[src/rtl/dbg_pkg.sv]
// Shared types for the debug command responder: op codes, response status, FSM states.
package dbg_pkg;

    typedef enum logic [2:0] {
        OP_STATUS = 3'd0,
        OP_HALT   = 3'd1,
        OP_RESUME = 3'd2,
        OP_STEP   = 3'd3,
        OP_RD_GPR = 3'd4,
        OP_WR_GPR = 3'd5,
        OP_RD_PC  = 3'd6,
        OP_WR_PC  = 3'd7
    } dbg_op_e;

    typedef enum logic [1:0] {
        STS_OK             = 2'd0,
        STS_ERR_NOT_HALTED = 2'd1,
        STS_ERR_TIMEOUT    = 2'd2,
        STS_ERR_BAD_ADDR   = 2'd3
    } dbg_status_e;

    typedef enum logic [2:0] {
        S_RUN       = 3'd0,
        S_HALTING   = 3'd1,
        S_HALTED    = 3'd2,
        S_STEP_RUN  = 3'd3,
        S_STEP_HALT = 3'd4,
        S_RESP      = 3'd5
    } dbg_state_e;

    // Request record width at default sizing: op + GPR address + data.
    localparam int unsigned DBG_REQ_W = 3 + 5 + 32;

    // GPR ops are the only ones whose address field is range-checked.
    function automatic logic dbg_is_gpr_op(input dbg_op_e op);
        return (op == OP_RD_GPR) || (op == OP_WR_GPR);
    endfunction

endpackage

[src/rtl/dbg_halt_timer.sv]
// Saturating cycle counter bounding how long the controller waits on core_halted.
module dbg_halt_timer
    import dbg_pkg::*;
#(
    parameter int unsigned LIMIT = 1024
) (
    input  logic clk,
    input  logic reset,
    input  logic i_clr,
    input  logic i_en,
    output logic o_done
);

    localparam int unsigned CW = $clog2(LIMIT + 1);

    logic [CW-1:0] r_cnt;

    // Count while enabled, hold at LIMIT, clear whenever the wait window is not open.
    always_ff @(posedge clk or negedge reset) begin
        if (!reset) begin
            r_cnt <= '0;
        end else if (i_clr) begin
            r_cnt <= '0;
        end else if (i_en && (r_cnt != CW'(LIMIT))) begin
            r_cnt <= r_cnt + CW'(1);
        end else begin
            r_cnt <= r_cnt;
        end
    end

    assign o_done = (r_cnt == CW'(LIMIT));

endmodule

[src/rtl/dbg_ctrl.sv]
// Debug command responder: host commands in, core halt control and GPR/PC writes out.
// Optional DBG_HALT_ON_RESET_EN: leave reset halt-requested and settle in HALTED silently.
module dbg_ctrl
    import dbg_pkg::*;
#(
    parameter int unsigned XLEN         = 32,
    parameter int unsigned NREG         = 32,
    parameter int unsigned AW           = 5,
    parameter int unsigned HALT_TIMEOUT = 1024
) (
    input  logic            clk,
    input  logic            reset,
    input  logic            req_valid,
    output logic            req_ready,
    input  logic [2:0]      req_op,
    input  logic [AW-1:0]   req_addr,
    input  logic [XLEN-1:0] req_data,
    output logic            rsp_valid,
    input  logic            rsp_ready,
    output logic [1:0]      rsp_status,
    output logic [XLEN-1:0] rsp_data,
    output logic            core_halt_req,
    input  logic            core_halted,
    input  logic [XLEN-1:0] core_pc,
    input  logic            commit_valid,
    input  logic [XLEN-1:0] commit_pc,
    input  logic            brk,
    output logic [AW-1:0]   gpr_raddr,
    input  logic [XLEN-1:0] gpr_rdata,
    output logic            gpr_wen,
    output logic [AW-1:0]   gpr_waddr,
    output logic [XLEN-1:0] gpr_wdata,
    output logic            pc_wen,
    output logic [XLEN-1:0] pc_wdata,
    output logic            halted
);

`ifdef DBG_HALT_ON_RESET_EN
    localparam dbg_state_e RST_STATE = S_HALTING;
    localparam logic       RST_HALT  = 1'b1;
`else
    localparam dbg_state_e RST_STATE = S_RUN;
    localparam logic       RST_HALT  = 1'b0;
`endif

    dbg_state_e      r_state;
    dbg_state_e      r_ret_state;
    dbg_status_e     r_rsp_status;
    logic [XLEN-1:0] r_rsp_data;
    logic [XLEN-1:0] r_step_pc;
    logic [AW-1:0]   r_gpr_waddr;
    logic [XLEN-1:0] r_gpr_wdata;
    logic [XLEN-1:0] r_pc_wdata;
    logic            r_req_ready;
    logic            r_rsp_valid;
    logic            r_halt_req;
    logic            r_silent;
    logic            r_halted;
    logic            r_gpr_wen;
    logic            r_pc_wen;

    logic            w_accept;
    logic            w_bad_addr;
    logic            w_commit;
    logic            w_tmr_clr;
    logic            w_tmr_done;
    dbg_op_e         w_op;

    assign w_op       = dbg_op_e'(req_op);
    assign w_accept   = req_valid && r_req_ready;
    assign w_bad_addr = dbg_is_gpr_op(w_op) && (32'(req_addr) >= 32'(NREG));
    assign w_commit   = commit_valid || brk;
    assign w_tmr_clr  = !((r_state == S_HALTING) || (r_state == S_STEP_RUN) ||
                          (r_state == S_STEP_HALT));

    dbg_halt_timer #(
        .LIMIT (HALT_TIMEOUT)
    ) u_timer (
        .clk    (clk),
        .reset  (reset),
        .i_clr  (w_tmr_clr),
        .i_en   (!w_tmr_clr),
        .o_done (w_tmr_done)
    );

    // Command FSM; r_silent marks halt sequences that must not produce a response or time out.
    always_ff @(posedge clk or negedge reset) begin
        if (!reset) begin
            r_state      <= RST_STATE;
            r_ret_state  <= S_RUN;
            r_rsp_status <= STS_OK;
            r_rsp_data   <= '0;
            r_step_pc    <= '0;
            r_gpr_waddr  <= '0;
            r_gpr_wdata  <= '0;
            r_pc_wdata   <= '0;
            r_req_ready  <= !RST_HALT;
            r_rsp_valid  <= 1'b0;
            r_halt_req   <= RST_HALT;
            r_silent     <= RST_HALT;
            r_halted     <= 1'b0;
            r_gpr_wen    <= 1'b0;
            r_pc_wen     <= 1'b0;
        end else begin
            r_gpr_wen <= 1'b0;
            r_pc_wen  <= 1'b0;
            case (r_state)
                S_RUN: begin
                    if (w_accept) begin
                        r_state      <= S_RESP;
                        r_req_ready  <= 1'b0;
                        r_rsp_valid  <= 1'b1;
                        r_rsp_status <= STS_OK;
                        r_rsp_data   <= '0;
                        r_ret_state  <= brk ? S_HALTING : S_RUN;
                        r_silent     <= brk;
                        r_halt_req   <= brk;
                        case (w_op)
                            OP_STATUS, OP_RESUME: r_rsp_status <= STS_OK;
                            OP_HALT: begin
                                r_state     <= S_HALTING;
                                r_rsp_valid <= 1'b0;
                                r_halt_req  <= 1'b1;
                                r_silent    <= 1'b0;
                            end
                            default: r_rsp_status <= STS_ERR_NOT_HALTED;
                        endcase
                    end else if (brk) begin
                        r_state     <= S_HALTING;
                        r_req_ready <= 1'b0;
                        r_halt_req  <= 1'b1;
                        r_silent    <= 1'b1;
                    end else begin
                        r_state <= S_RUN;
                    end
                end
                S_HALTED: begin
                    if (w_accept) begin
                        r_state      <= S_RESP;
                        r_req_ready  <= 1'b0;
                        r_rsp_valid  <= 1'b1;
                        r_rsp_status <= STS_OK;
                        r_rsp_data   <= '0;
                        r_ret_state  <= S_HALTED;
                        case (w_op)
                            OP_STATUS: r_rsp_data <= {{(XLEN-1){1'b0}}, 1'b1};
                            OP_HALT:   r_rsp_status <= STS_OK;
                            OP_RESUME: begin
                                r_halt_req  <= 1'b0;
                                r_ret_state <= S_RUN;
                                r_halted    <= 1'b0;
                            end
                            OP_STEP: begin
                                r_state     <= S_STEP_RUN;
                                r_rsp_valid <= 1'b0;
                                r_halt_req  <= 1'b0;
                                r_halted    <= 1'b0;
                            end
                            OP_RD_GPR: begin
                                if (w_bad_addr) r_rsp_status <= STS_ERR_BAD_ADDR;
                                else            r_rsp_data   <= gpr_rdata;
                            end
                            OP_WR_GPR: begin
                                if (w_bad_addr) begin
                                    r_rsp_status <= STS_ERR_BAD_ADDR;
                                end else begin
                                    r_gpr_wen   <= (req_addr != '0);
                                    r_gpr_waddr <= req_addr;
                                    r_gpr_wdata <= req_data;
                                end
                            end
                            OP_RD_PC: r_rsp_data <= core_pc;
                            OP_WR_PC: begin
                                r_pc_wen   <= 1'b1;
                                r_pc_wdata <= req_data;
                            end
                            default: r_rsp_status <= STS_OK;
                        endcase
                    end else begin
                        r_state <= S_HALTED;
                    end
                end
                S_HALTING: begin
                    if (core_halted) begin
                        r_halted <= 1'b1;
                        if (r_silent) begin
                            r_state     <= S_HALTED;
                            r_req_ready <= 1'b1;
                        end else begin
                            r_state      <= S_RESP;
                            r_rsp_valid  <= 1'b1;
                            r_rsp_status <= STS_OK;
                            r_rsp_data   <= '0;
                            r_ret_state  <= S_HALTED;
                        end
                    end else if (w_tmr_done && !r_silent) begin
                        r_state      <= S_RESP;
                        r_halt_req   <= 1'b0;
                        r_rsp_valid  <= 1'b1;
                        r_rsp_status <= STS_ERR_TIMEOUT;
                        r_rsp_data   <= '0;
                        r_ret_state  <= S_RUN;
                    end else begin
                        r_state <= S_HALTING;
                    end
                end
                S_STEP_RUN: begin
                    if (w_commit) begin
                        r_step_pc  <= commit_pc;
                        r_halt_req <= 1'b1;
                        r_state    <= S_STEP_HALT;
                    end else if (w_tmr_done) begin
                        r_state      <= S_RESP;
                        r_halt_req   <= 1'b1;
                        r_silent     <= 1'b1;
                        r_rsp_valid  <= 1'b1;
                        r_rsp_status <= STS_ERR_TIMEOUT;
                        r_rsp_data   <= '0;
                        r_ret_state  <= S_HALTING;
                    end else begin
                        r_state <= S_STEP_RUN;
                    end
                end
                S_STEP_HALT: begin
                    if (core_halted) begin
                        r_state      <= S_RESP;
                        r_halted     <= 1'b1;
                        r_rsp_valid  <= 1'b1;
                        r_rsp_status <= STS_OK;
                        r_rsp_data   <= r_step_pc;
                        r_ret_state  <= S_HALTED;
                    end else if (w_tmr_done) begin
                        r_state      <= S_RESP;
                        r_silent     <= 1'b1;
                        r_rsp_valid  <= 1'b1;
                        r_rsp_status <= STS_ERR_TIMEOUT;
                        r_rsp_data   <= '0;
                        r_ret_state  <= S_HALTING;
                    end else begin
                        r_state <= S_STEP_HALT;
                    end
                end
                S_RESP: begin
                    if (rsp_ready) begin
                        r_rsp_valid <= 1'b0;
                        r_state     <= r_ret_state;
                        r_req_ready <= (r_ret_state == S_RUN) || (r_ret_state == S_HALTED);
                    end else begin
                        r_state <= S_RESP;
                    end
                end
                default: begin
                    r_state     <= S_RUN;
                    r_req_ready <= 1'b1;
                    r_rsp_valid <= 1'b0;
                    r_halt_req  <= 1'b0;
                    r_halted    <= 1'b0;
                end
            endcase
        end
    end

    // A step's commit must stop fetch in the commit cycle itself, ahead of the registered request.
    assign core_halt_req = r_halt_req || ((r_state == S_STEP_RUN) && w_commit);
    assign req_ready     = r_req_ready;
    assign rsp_valid     = r_rsp_valid;
    assign rsp_status    = r_rsp_status;
    assign rsp_data      = r_rsp_data;
    assign gpr_raddr     = req_addr;
    assign gpr_wen       = r_gpr_wen;
    assign gpr_waddr     = r_gpr_waddr;
    assign gpr_wdata     = r_gpr_wdata;
    assign pc_wen        = r_pc_wen;
    assign pc_wdata      = r_pc_wdata;
    assign halted        = r_halted;

endmodule

[config.mk]
export PLATFORM = sky130hd
export DESIGN_NAME = dbg_ctrl
export DESIGN_NICKNAME = d
export VERILOG_FILES = /design/src/rtl/dbg_pkg.sv /design/src/rtl/dbg_halt_timer.sv /design/src/rtl/dbg_ctrl.sv
export SDC_FILE = /design/constraint.sdc
export NUM_CORES = 1
export LEC_CHECK = 0
export BUFFER_PORTS_ARGS = -buffer_cell sky130_fd_sc_hd__buf_2
export CORE_UTILIZATION = 45
export CTS_CLUSTER_DIAMETER = 120
export DETAILED_ROUTE_END_ITERATION = 12
export GPL_TIMING_DRIVEN = 0
export PLACE_DENSITY = 0.73
export SETUP_SLACK_MARGIN = 0.02
export SLEW_MARGIN = 20
export SYNTH_ARGS = -nofsm -noshare
export SYNTH_HDL_FRONTEND = slang
export SYNTH_HIERARCHICAL = 1
export SYNTH_SLANG_ARGS = --single-unit
[constraint.sdc]
create_clock -name clk -period 3.1 [get_ports clk]
set_clock_uncertainty 0.05 [all_clocks]
set_input_delay 0 -clock clk [delete_from_list [all_inputs] [get_ports clk]]
set_output_delay 0 -clock clk [all_outputs]
set_load 0.1 [all_outputs]
==> impl_results.rst, run 1 <==
.. list-table::
   :header-rows: 1

   * - Metric
     - Value
   * - Status
     - completed
   * - Worst Path Arrival
     - 2.88 ns
   * - Crit. End Element
     - primary output
   * - IO Count
     - around 260
   * - Post-Place Cell Area
     - around 9100 um^2
   * - Number of storage elements in the synthesis netlist
     - 159
   * - RSZ-0062 raised after global routing
     - no
   * - Cell types occupying the most area after synthesis
     - sky130_fd_sc_hd__dfrtp_1 53%, sky130_fd_sc_hd__mux2_2 13%, sky130_fd_sc_hd__mux2i_1 4.1%, sky130_fd_sc_hd__a22o_1 4.1%, sky130_fd_sc_hd__mux2_4 3.8%
   * - Post-synth EDFFs
     - 0
   * - DRT Wirelength
     - approximately 23 mm
   * - Most frequently used flop master after synthesis
     - sky130_fd_sc_hd__dfrtp_1
   * - H-tree depth reported by CTS
     - 4
   * - Power density of the placed cells
     - roughly 430 nW/um^2
   * - Routability cong.
     - slightly above 0.9
   * - Die X
     - between 100 and 150 um
   * - Worst-path cell chain
     - buf_2, nand3b_1, nor2_1, buf_2, or2_2, buf_2
   * - WP data required
     - approximately 3.1 ns
   * - First-pass GRT wire length
     - roughly 37 mm
   * - Final critical-path required period
     - 2.93 ns
   * - Most area-hungry cell type in the Yosys netlist
     - sky130_fd_sc_hd__dfrtp_1
   * - Count of distinct cell types in the synthesized netlist
     - between 60 and 70
   * - Clock slew at reported path FFs
     - around 0.060 ns
   * - Core Box Area
     - approximately 16000 um^2
   * - Multi-input gate area in the final layout
     - approximately 3300 um^2
   * - Critical path's top delay family
     - simple AND/OR/NAND/NOR gates
   * - Proportion of synthesized flip-flops having asynchronous set or reset
     - between 90% and 100%
   * - Count of final max-slew check failures
     - 0
   * - Syn_nets
     - around 740
   * - Sequential cell area
     - approximately 4000 um^2
   * - Via count of the first global-routing pass
     - roughly 7000
   * - Cts bufs inserted
     - 17
   * - Total GRT Usage
     - between 20 and 30%
   * - Total gr overflow
     - 0
   * - Violation count after the first detailed-route iteration
     - ~320
   * - Post-route design area
     - 11100 um^2
   * - Area growth from synthesis to final layout
     - 47.4%
   * - Final worst path period share
     - a little over nine tenths
   * - Largest net degree at the start of global routing
     - between 90 and 100
   * - Vias per Instance
     - between 5 and 6
   * - Buffer type at the clock tree root
     - sky130_fd_sc_hd__clkbuf_16
   * - Element type at the critical path start
     - flop
   * - Detailed Place HPWL
     - between 10 and 15 mm
   * - Starting density of the core
     - a little under half
   * - Worst max-slew margin expressed relative to the limit
     - about two fifths
   * - Cell with the most instances on the worst path
     - sky130_fd_sc_hd__buf_2
   * - Syn avg cell area
     - 12.6 um^2
   * - Number of max-cap violations
     - 0
   * - Count of antenna-violating nets left after detailed routing
     - 0
   * - Area of the mapped netlist
     - approximately 7500 um^2
   * - Cell with the most instances after synthesis
     - sky130_fd_sc_hd__dfrtp_1
   * - Ant diodes
     - 0
   * - Upper clock frequency limit
     - 0.341 GHz
   * - FILL cells
     - 1118
   * - Max VDD drop
     - roughly 400 uV
   * - Count of warnings emitted by yosys
     - 6
   * - Drt first pass iters
     - 5
   * - Final routed wire length divided by cell count
     - between 15 and 20 um
   * - Critical path class
     - reg2out
   * - Clock tree from TritonCTS
     - built
   * - Vertical die dimension
     - 131 um
   * - Post-Synthesis Cells
     - about 600
   * - Clock Sinks
     - around 160
   * - Final core utilization
     - approximately 69%
   * - Measured slew at the worst slew-check pin
     - slightly above 0.9 ns
   * - Final Hold Viols
     - 0
   * - # port buffers
     - 256
   * - Leakage power summed over all cells
     - about 5.7 nW
   * - Number of placement rows
     - 46
   * - Maximum fanout encountered on the critical timing path
     - 10
   * - Area share of the largest cell type after synthesis
     - 52.7%
   * - Remaining DRCs
     - 0
   * - Class of the tightest hold or removal check
     - in2reg
   * - Cell with the biggest individual delay on the critical path
     - sky130_fd_sc_hd__nor2_1
   * - Maximum buffer depth of the clock tree
     - 2
   * - Final nets
     - 1153
   * - Die area
     - 17200 um^2
   * - Highest cell delay on the worst timing path
     - just over 0.6 ns
   * - Overall Power
     - about 4.7 mW
   * - Initial antenna violation count
     - 1
   * - Share of synthesized area occupied by flip-flops and latches
     - a little over half
   * - Number of buffer and inverter instances along the worst setup path
     - 3
   * - Proportion of layout cells with a drive suffix above 1
     - a little over two fifths
   * - Commonest cells in the synthesized netlist
     - 158 x sky130_fd_sc_hd__dfrtp_1, 84 x sky130_fd_sc_hd__mux2_2, 35 x sky130_fd_sc_hd__a22o_1
   * - Clock latency on the worst-skew pair
     - 0.42 ns
   * - Vias after detailed routing
     - about 6700
   * - Final count of negative-setup-slack endpoints
     - 0
## layout make-up
type                    count  area share [%]
plain buffers              47            2.13
clock buffers              17            3.85
clock inverters            15            1.36
inverters                   8           0.271
multi-input cells         382            29.7
flip-flops and latches    159            36.0
well taps                 216            2.44
repair buffers            393            24.2
## sequential cells by signal, summed over array words and instances, names as in the netlist, 2 cells and up
name and flops:
gpr_waddr 5, rsp_status 2, pc_wdata 32, r_step_pc 32, r_state 3, rsp_data 32
u_timer/r_cnt 11, r_ret_state 3, gpr_wdata 32
## power breakdown
group	switching (mW)	total [mW]	internal [mW]
Sequential	0.0229	2.13	2.11
Clock	0.912	2.04	1.13
Combinational	0.279	0.545	0.266
## worst paths after layout
check / startpoint / slack [ns] / depth (start not counted) / endpoint
min: core_halted / 0.02 / 5 / r_state[0]$_DFF_PN0_
max in group asynchronous: reset / 2.07 / 3 / gpr_wdata[13]$_DFFE_PN0P_
min in group asynchronous: reset / 0.08 / 2 / gpr_wdata[25]$_DFFE_PN0P_
max reg2reg: u_timer/r_cnt[8]$_DFFE_PN0P_ / 0.25 / 7 / rsp_data[14]$_DFFE_PN0P_
min reg2reg: pc_wdata[16]$_DFFE_PN0P_ / 0.45 / 1 / pc_wdata[16]$_DFFE_PN0P_
max: r_state[2]$_DFF_PN0_ / 0.17 / 6 / core_halt_req
## cell families after synthesis
logic type                 synth area share (%)
and+or+nand+nor                            8.36
adders and majority gates                 0.334
buffers and inverters                      3.54
xor gates and xnor gates                  0.234
DFF                                        53.1
muxes                                      20.5
AOI/OAI and AO/OA                          13.9
## worst min-delay path: cells and delay by family
family | cells | cell delay [ns]
AND/OR/NAND/NOR | 3 | 0.22
buffers and inverters | 1 | 0.09
AO/OA/AOI/OAI | 1 | 0.15
## placed cells by master, fill, tap and decap left out, drive strengths merged, types with 3 or more instances in the layout
| cell type | netlist | final |
|---|---|---|
| a21oi | 20 | 20 |
| a22o | 35 | 35 |
| a2bb2oi | 3 | 3 |
| and2 | 5 | 5 |
| and3 | 3 | 3 |
| buf | 23 | 280 |
| clkbuf | 24 | 41 |
| clkinv | 0 | 6 |
| dfrtp | 158 | 158 |
| dlygate4sd3 | 0 | 136 |
| inv | 8 | 16 |
| mux2 | 103 | 103 |
| mux2i | 31 | 31 |
| nand2 | 18 | 18 |
| nand2b | 6 | 6 |
| nand3 | 13 | 13 |
| nand3b | 5 | 5 |
| nand4 | 4 | 4 |
| nor2 | 15 | 15 |
| nor2b | 8 | 8 |
| nor3 | 3 | 3 |
| nor4 | 4 | 4 |
| o21a | 4 | 4 |
| o21ai | 16 | 16 |
| o2bb2ai | 32 | 32 |
| o311ai | 3 | 3 |
| o31ai | 3 | 3 |
| or3 | 6 | 6 |
| or3b | 3 | 3 |
| or4 | 6 | 6 |
## metrics by stage
| step | setup TNS [ns] | setup WS, ns | hold WS (ns) | std cells |
|---|---|---|---|---|
| 3_3_place_gp | -75.51 | -0.448 | 0.182 | 1068 |
| 3_5_place_dp | -9.39 | -0.353 | -0.0578 | 1069 |
| 2_1_floorplan | 0 | 0.586 | -0.346 | 596 |
| 5_1_grt | 0 | 0.0354 | 0.0565 | 1237 |
| 6_report | 0 | 0.168 | 0.0237 | 1237 |
| 4_1_cts | 0 | 0.131 | 0.000256 | 1237 |
## metal layers
layer	GRT usage (%)	share of wire, %	vias up
li1	-	-	3059
met1	33.7	41	3219
met2	46.0	49	322
met3	7.14	7.2	56
met4	11.8	2.9	2
met5	0	0.047	-
## what timing repair did
item / CTS / global route
resized for setup: 3 / 1
endpoints found under the hold margin: 211 / 0
setup endpoints to repair: 37 / 20
setup buffers: 0 / 0
hold buffers: 136 / 0
pin swaps: 0 / 0
(Power assumes the default switching activity.)
==> inputs of run 2 (changes only) <==
--- a/config.mk
+++ b/config.mk
@@ -5,14 +5,13 @@
 export SDC_FILE = /design/constraint.sdc
 export NUM_CORES = 1
 export LEC_CHECK = 0
-export BUFFER_PORTS_ARGS = -buffer_cell sky130_fd_sc_hd__buf_2
+export BUFFER_PORTS_ARGS = -buffer_cell sky130_fd_sc_hd__buf_4
 export CORE_UTILIZATION = 45
 export CTS_CLUSTER_DIAMETER = 120
 export DETAILED_ROUTE_END_ITERATION = 12
 export GPL_TIMING_DRIVEN = 0
 export PLACE_DENSITY = 0.73
 export SETUP_SLACK_MARGIN = 0.02
-export SLEW_MARGIN = 20
 export SYNTH_ARGS = -nofsm -noshare
 export SYNTH_HDL_FRONTEND = slang
 export SYNTH_HIERARCHICAL = 1
==> impl_results.rst, run 2 (same netlist as run 1, synthesis figures left out) <==
.. list-table::
   :header-rows: 1

   * - Metric
     - Value
   * - Class of the tightest hold or removal check
     - in2reg
   * - # port buffers
     - 256 (unchanged)
   * - Buffer type at the clock tree root
     - sky130_fd_sc_hd__clkbuf_16
   * - Ant diodes
     - 0 (unchanged)
   * - Core Box Area
     - 16100 um^2 (unchanged)
   * - Largest net degree at the start of global routing
     - 98 (+6.5%)
   * - Die area
     - 17200 um^2 (unchanged)
   * - Area growth from synthesis to final layout
     - 55.7%
   * - Number of cells traversed by the worst hold path
     - 4 (-1)
   * - P_int
     - 3.63 mW (+3.5%)
   * - Net switching fraction of the power
     - 25.0% (-0.67 points)
   * - Placed cells
     - 1069 (unchanged)
   * - Measured slew at the worst slew-check pin
     - 1.00 ns (+0.0854 ns)
   * - Violation count after the first detailed-route iteration
     - 294 (-8.4%)
   * - Commonest non-fill, non-tap cells in the layout
     - 260 x sky130_fd_sc_hd__buf_4, 158 x sky130_fd_sc_hd__dfrtp_1, 135 x sky130_fd_sc_hd__dlygate4sd3_1
   * - Clock latency on the worst-skew pair
     - 0.42 ns (about the same)
   * - Multi-input gate area in the final layout
     - 3280 um^2 (-0.30%)
   * - Source of the worst hold timing path
     - gpr_rdata[29]
   * - Element type at the critical path start
     - flop
   * - Final routed wire length divided by cell count
     - 19.6 um (+4.4%)
   * - IO Count
     - 257 (unchanged)
   * - Number of standard cells in the layout, taps in and fillers out
     - 1234 (-0.24%)
   * - RSZ-0062 raised after global routing
     - no
   * - Count of final max-slew check failures
     - 0 (unchanged)
   * - Worst Hold Endpoint
     - rsp_data[29]$_DFFE_PN0P_
   * - Crit. End Element
     - flop
   * - Worst Reg-to-Reg Cells
     - 7 (unchanged)
   * - Summed negative setup slack over all endpoints
     - 0 ns (unchanged)
   * - Clock tree from TritonCTS
     - built
   * - FILL cells
     - 1036 (-7.3%)
   * - Proportion of layout cells with a drive suffix above 1
     - 41.7% (-0.073 points)
   * - Critical path class
     - reg2reg
   * - Vias per Instance
     - 5.48 (+1.7%)
   * - DRT Wirelength
     - 24.1 mm (+4.1%)
   * - Maximum buffer depth of the clock tree
     - 2 (unchanged)
   * - Sequential cell area
     - 3980 um^2 (unchanged)
   * - Via count of the first global-routing pass
     - 7212 (+2.7%)
   * - Gate power share
     - 12.5% (+1.0 points)
   * - Final count of negative-setup-slack endpoints
     - 0 (unchanged)
   * - Final nets
     - 1152 (-0.087%)
   * - Starting density of the core
     - 46.7% (unchanged)
   * - Total gr overflow
     - 0 (unchanged)
   * - Portion of total power attributed to the clock network
     - 43.4% (about the same)
   * - Clock slew at reported path FFs
     - 0.07 ns (about the same)
   * - First-pass GRT wire length
     - 38.6 mm (+3.1%)
   * - Upper clock frequency limit
     - 0.340 GHz (-0.26%)
   * - Number of max-cap violations
     - 0 (unchanged)
   * - Reg2Reg Setup Slack
     - 0.16 ns (-0.09 ns)
   * - Vias after detailed routing
     - 6757 (+1.5%)
   * - Clock Sinks
     - 159 (unchanged)
   * - Vertical die dimension
     - 131 um (unchanged)
   * - Worst Path Arrival
     - 3.20 ns (+0.32 ns)
   * - Total GRT Usage
     - 28.7% (+1.1 points)
   * - Power spent charging and discharging nets
     - 1.21 mW (-0.14%)
   * - Detailed Place HPWL
     - 16.0 mm (+9.9%)
   * - WP data required
     - 3.36 ns (+0.31 ns)
   * - Final worst path period share
     - 94.8% (+0.25 points)
   * - Final critical-path required period
     - 2.94 ns (+0.00763 ns)
   * - Die X
     - 131 um (unchanged)
   * - Power density of the placed cells
     - 415 nW/um^2 (-2.9%)
   * - Post-route design area
     - 11700 um^2 (+5.6%)
   * - Most common cell after layout, fill and taps aside
     - sky130_fd_sc_hd__buf_4
   * - Cts bufs inserted
     - 17 (unchanged)
   * - H-tree depth reported by CTS
     - 4 (unchanged)
   * - Drt first pass iters
     - 5 (unchanged)
   * - Final worst hold slack
     - 0.0109 ns (-0.0128 ns)
   * - Count of antenna-violating nets left after detailed routing
     - 0 (unchanged)
   * - Overall Power
     - 4.84 mW (+2.5%)
   * - End of the worst register-to-register path
     - rsp_data[26]$_DFFE_PN0P_
   * - Status
     - completed
   * - Routability cong.
     - 0.921 (about the same)
   * - Max VDD drop
     - 366 uV (-7.8%)
   * - Number of placement rows
     - 46 (unchanged)
   * - Worst max-slew margin expressed relative to the limit
     - 33.0% (-5.7 points)
   * - Final Hold Viols
     - 0 (unchanged)
   * - Leakage power summed over all cells
     - 5.77 nW (+1.7%)
   * - Sequential cell fraction of total power
     - 44.1% (-1.1 points)
   * - Remaining DRCs
     - 0 (unchanged)
   * - Beginning of the worst register-to-register path
     - u_timer/r_cnt[7]$_DFFE_PN0P_
   * - Initial antenna violation count
     - 0 (-1)
   * - Post-Place Cell Area
     - 9730 um^2 (+7.0%)
   * - Maximum fanout encountered on the critical timing path
     - 10 (unchanged)
[run 2: changes by cell type in the layout (fill, tap and decap cells not counted), sizes merged]
cell         change
clkinvlp         +3
bufinv           +1
clkinv           -4
dlygate4sd3      -1
inv              -2
[run 2: final cells by class]
| type | instances | share of cell area, % |
|---|---|---|
| clock inverters | 13 | 1.35 |
| clock buffers | 17 | 3.64 |
| inverters | 8 | 0.257 |
| plain buffers | 47 | 2.01 |
| multi-input cells | 382 | 28.1 |
| repair buffers | 392 | 28.3 |
| flip-flops and latches | 159 | 34.1 |
| well taps | 216 | 2.31 |
[run 2: power groups by stage]
stage	combinational, mW	sequential [mW]	clock [mW]
2_1_floorplan	0.130	2.23	0
3_3_place_gp	0.427	2.17	0
3_5_place_dp	0.443	2.17	0
4_1_cts	0.591	2.13	2.14
5_1_grt	0.640	2.14	2.23
6_report	0.605	2.14	2.10
[run 2: critical path, stage by stage (launching register included)]
cell and delay (ns):
sky130_fd_sc_hd__dfrtp_1 0.43, sky130_fd_sc_hd__nor4_2 0.56, sky130_fd_sc_hd__and3_1 0.28, sky130_fd_sc_hd__nor2_1 0.10, sky130_fd_sc_hd__o311ai_2 0.41, sky130_fd_sc_hd__o211ai_2 0.33, sky130_fd_sc_hd__clkbuf_1 0.35, sky130_fd_sc_hd__a22o_1 0.31
[run 2: what timing repair did]
item | 4_1_cts | 5_1_grt
hold buffers | 135 | 0
buffers inserted | 0 | 0
resized for setup | 2 | 1
endpoints found under the setup margin | 30 | 20
endpoints found under the hold margin | 200 | 0
[run 2: worst max-delay path by stage]
| stage | end | slack [ns] | from |
|---|---|---|---|
| 5_1_grt | rsp_data[27]$_DFFE_PN0P_ | 0.05 | u_timer/r_cnt[7]$_DFFE_PN0P_ |
| 3_5_place_dp | rsp_data[19]$_DFFE_PN0P_ | -0.20 | u_timer/r_cnt[8]$_DFFE_PN0P_ |
| 3_3_place_gp | rsp_data[23]$_DFFE_PN0P_ | -0.19 | u_timer/r_cnt[7]$_DFFE_PN0P_ |
| 6_report | rsp_data[26]$_DFFE_PN0P_ | 0.16 | u_timer/r_cnt[7]$_DFFE_PN0P_ |
| 2_1_floorplan | rsp_data[10]$_DFFE_PN0P_ | 0.59 | u_timer/r_cnt[7]$_DFFE_PN0P_ |
| 4_1_cts | rsp_data[19]$_DFFE_PN0P_ | 0.11 | u_timer/r_cnt[3]$_DFFE_PN0P_ |
[run 2: per-stage QoR]
step	setup WS, ns	util [%]
2_1_floorplan	0.586	-
3_3_place_gp	-0.189	60.4
3_5_place_dp	-0.203	60.6
4_1_cts	0.108	72.7
5_1_grt	0.0451	72.8
6_report	0.161	72.8
[run 2: layer usage]
layer	routed length [um]	share of wire (%)	track usage (%)	up-vias
met1	9480	39	33.9	3316
met4	617	2.6	11.8	0
met2	12300	51	49.8	343
met3	1780	7.4	7.10	51
met5	0	0	0	-
li1	-	-	-	3047
==> inputs of run 3 (changes only) <==
--- a/config.mk
+++ b/config.mk
@@ -10,7 +10,7 @@
 export CTS_CLUSTER_DIAMETER = 120
 export DETAILED_ROUTE_END_ITERATION = 12
 export GPL_TIMING_DRIVEN = 0
-export PLACE_DENSITY = 0.73
+export PLACE_DENSITY = 0.78
 export SETUP_SLACK_MARGIN = 0.02
 export SYNTH_ARGS = -nofsm -noshare
 export SYNTH_HDL_FRONTEND = slang
==> impl_results.rst, run 3 (same netlist as run 1, synthesis figures left out) <==
.. list-table::
   :header-rows: 1

   * - Metric
     - Value
   * - Status
     - completed
   * - Total GRT Usage
     - 29.9% (+1.2 points)
   * - Ant diodes
     - 0 (unchanged)
   * - Crit. End Element
     - flop
   * - Drt first pass iters
     - 5 (unchanged)
   * - Measured slew at the worst slew-check pin
     - 0.892 ns (-0.113 ns)
   * - Upper clock frequency limit
     - 0.344 GHz (+1.0%)
   * - Reg2Reg Setup Slack
     - 0.29 ns (+0.13 ns)
   * - Number of max-cap violations
     - 0 (unchanged)
   * - Final Hold Viols
     - 0 (unchanged)
   * - IO Count
     - 257 (unchanged)
   * - Final worst path period share
     - 93.9% (-0.97 points)
   * - Final critical-path required period
     - 2.91 ns (-0.0301 ns)
   * - Starting density of the core
     - 46.7% (unchanged)
   * - Element type at the critical path start
     - primary input
   * - Area growth from synthesis to final layout
     - 57.3%
   * - Max VDD drop
     - 386 uV (+5.4%)
   * - RSZ-0062 raised after global routing
     - no
   * - Routability cong.
     - 0.900 (-2.3%)
   * - Remaining DRCs
     - 0 (unchanged)
   * - Critical path class
     - in2reg
   * - H-tree depth reported by CTS
     - 4 (unchanged)
   * - Final nets
     - 1155 (+0.26%)
   * - Vertical die dimension
     - 131 um (unchanged)
   * - Number of standard cells in the layout, taps in and fillers out
     - 1239 (+0.41%)
   * - Via count of the first global-routing pass
     - 7183 (-0.40%)
   * - Worst Path Arrival
     - 3.16 ns (-0.04 ns)
   * - Leakage power summed over all cells
     - 5.83 nW (+1.1%)
   * - Cell with the biggest individual delay on the critical path
     - sky130_fd_sc_hd__clkbuf_1
   * - # Post-CTS Setup Buffers
     - 0 (unchanged)
   * - Worst-path cell chain
     - dlygate4sd3_1, buf_4, buf_1, clkbuf_1, mux2i_1, dlygate4sd3_1, o2bb2ai_1, a22o_1
   * - Final routed wire length divided by cell count
     - 20.2 um (+3.5%)
   * - Maximum buffer depth of the clock tree
     - 2 (unchanged)
   * - Maximum fanout encountered on the critical timing path
     - 10 (unchanged)
   * - Count of final max-slew check failures
     - 0 (unchanged)
   * - Commonest non-fill, non-tap cells in the layout
     - 260 x sky130_fd_sc_hd__buf_4, 158 x sky130_fd_sc_hd__dfrtp_1, 138 x sky130_fd_sc_hd__dlygate4sd3_1
   * - Clock slew at reported path FFs
     - 0.07 ns (about the same)
   * - Die X
     - 131 um (unchanged)
   * - FILL cells
     - 973 (-6.1%)
   * - DRT Wirelength
     - 25.1 mm (+3.9%)
   * - Clock Sinks
     - 159 (unchanged)
   * - Number of placement rows
     - 46 (unchanged)
   * - First-pass GRT wire length
     - 39.7 mm (+3.0%)
   * - Violation count after the first detailed-route iteration
     - 389 (+32%)
   * - Most common cell after layout, fill and taps aside
     - sky130_fd_sc_hd__buf_4
   * - Worst max-slew margin expressed relative to the limit
     - 40.6% (+7.5 points)
   * - Highest cell delay on the worst timing path
     - 0.69 ns (+0.13 ns)
   * - Largest net degree at the start of global routing
     - 88 (-10%)
   * - Class of the tightest hold or removal check
     - in2reg
   * - Vias after detailed routing
     - 6859 (+1.5%)
   * - Detailed Place HPWL
     - 15.4 mm (-4.1%)
   * - Clock latency on the worst-skew pair
     - 0.42 ns (about the same)
   * - WP data required
     - 3.35 ns (about the same)
   * - Clock tree from TritonCTS
     - built
   * - Core Box Area
     - 16100 um^2 (unchanged)
   * - Cell with the most instances on the worst path
     - sky130_fd_sc_hd__dlygate4sd3_1
   * - Vias per Instance
     - 5.54 (+1.1%)
   * - Buffer type at the clock tree root
     - sky130_fd_sc_hd__clkbuf_16
   * - Count of antenna-violating nets left after detailed routing
     - 0 (unchanged)
   * - Placed cells
     - 1069 (unchanged)
   * - Final count of negative-setup-slack endpoints
     - 0 (unchanged)
   * - Initial antenna violation count
     - 0 (unchanged)
   * - Die area
     - 17200 um^2 (unchanged)
   * - Total gr overflow
     - 0 (unchanged)
   * - Cts bufs inserted
     - 17 (unchanged)
   * - Proportion of layout cells with a drive suffix above 1
     - 41.6% (-0.11 points)
   * - Power density of the placed cells
     - 427 nW/um^2 (+3.0%)
   * - Final worst hold slack
     - 0.0302 ns (+0.0193 ns)
   * - # port buffers
     - 256 (unchanged)
==> run 3: repair_timing <==
action / in CTS / in global routing
hold buffers: 138 / 0
gates cloned: 0 / 0
endpoints found under the setup margin: 33 / 29
gates resized for setup: 2 / 3
hold endpoints to repair: 226 / 0
==> run 3: power breakdown <==
group          total (mW)  internal, mW  switching [mW]
Combinational       0.612         0.323           0.289
Sequential           2.14          2.11          0.0261
Clock                2.29          1.42           0.868
Total                5.04          3.86            1.18
==> run 3: through the flow <==
| step | total power [mW] | setup WS, ns | instance area (um^2) | TNS, ns | util, % |
|---|---|---|---|---|---|
| floorplan | 2.36 | 0.586 | 7500 | 0 | - |
| global placement | 2.60 | -0.219 | 9690 | -5.15 | 60.4 |
| detailed placement | 2.61 | -0.262 | 9730 | -6.40 | 60.6 |
| CTS | 5.04 | 0.0373 | 11800 | 0 | 73.3 |
| global route | 5.19 | 0.124 | 11800 | 0 | 73.5 |
| finish | 5.04 | 0.191 | 11800 | 0 | 73.5 |
==> run 3: final timing paths <==
path	start	to	depth (start not counted)
worst max-delay path	req_op[1]	rsp_data[17]$_DFFE_PN0P_	8
worst min-delay path	core_pc[0]	rsp_data[0]$_DFFE_PN0P_	5
worst max register to register	u_timer/r_cnt[7]$_DFFE_PN0P_	rsp_data[21]$_DFFE_PN0P_	7
worst min register to register	rsp_data[2]$_DFFE_PN0P_	rsp_data[2]$_DFFE_PN0P_	1
max in group asynchronous	reset	pc_wdata[9]$_DFFE_PN0P_	3
min in group asynchronous	reset	rsp_data[5]$_DFFE_PN0P_	2
==> run 3: final cells by class <==
type | instances | area [um^2] | share of cell area, %
well taps | 216 | 270 | 2.29
plain buffers | 47 | 235 | 1.99
repair buffers | 395 | 3340 | 28.3
inverters | 8 | 30.0 | 0.254
clock buffers | 21 | 470 | 3.99
clock inverters | 11 | 178 | 1.51
multi-input cells | 382 | 3300 | 28.0
flip-flops and latches | 159 | 3980 | 33.7
==> run 3: critical path, delay by kind of cell <==
| family | cells | cell delay [ns] |
|---|---|---|
| buffers and inverters | 5 | 2.51 |
| muxes | 1 | 0.28 |
| AOI/OAI and AO/OA | 2 | 0.36 |
==> run 3: per-layer routing <==
| metal | part of all wire [%] | vias up | GRT usage, % |
|---|---|---|---|
| met1 | 39 | 3377 | 34.8 |
| met5 | 0 | - | 0 |
| met2 | 50 | 359 | 51.9 |
| met3 | 7.2 | 65 | 7.18 |
| met4 | 3.5 | 0 | 14.1 |
| li1 | - | 3058 | - |
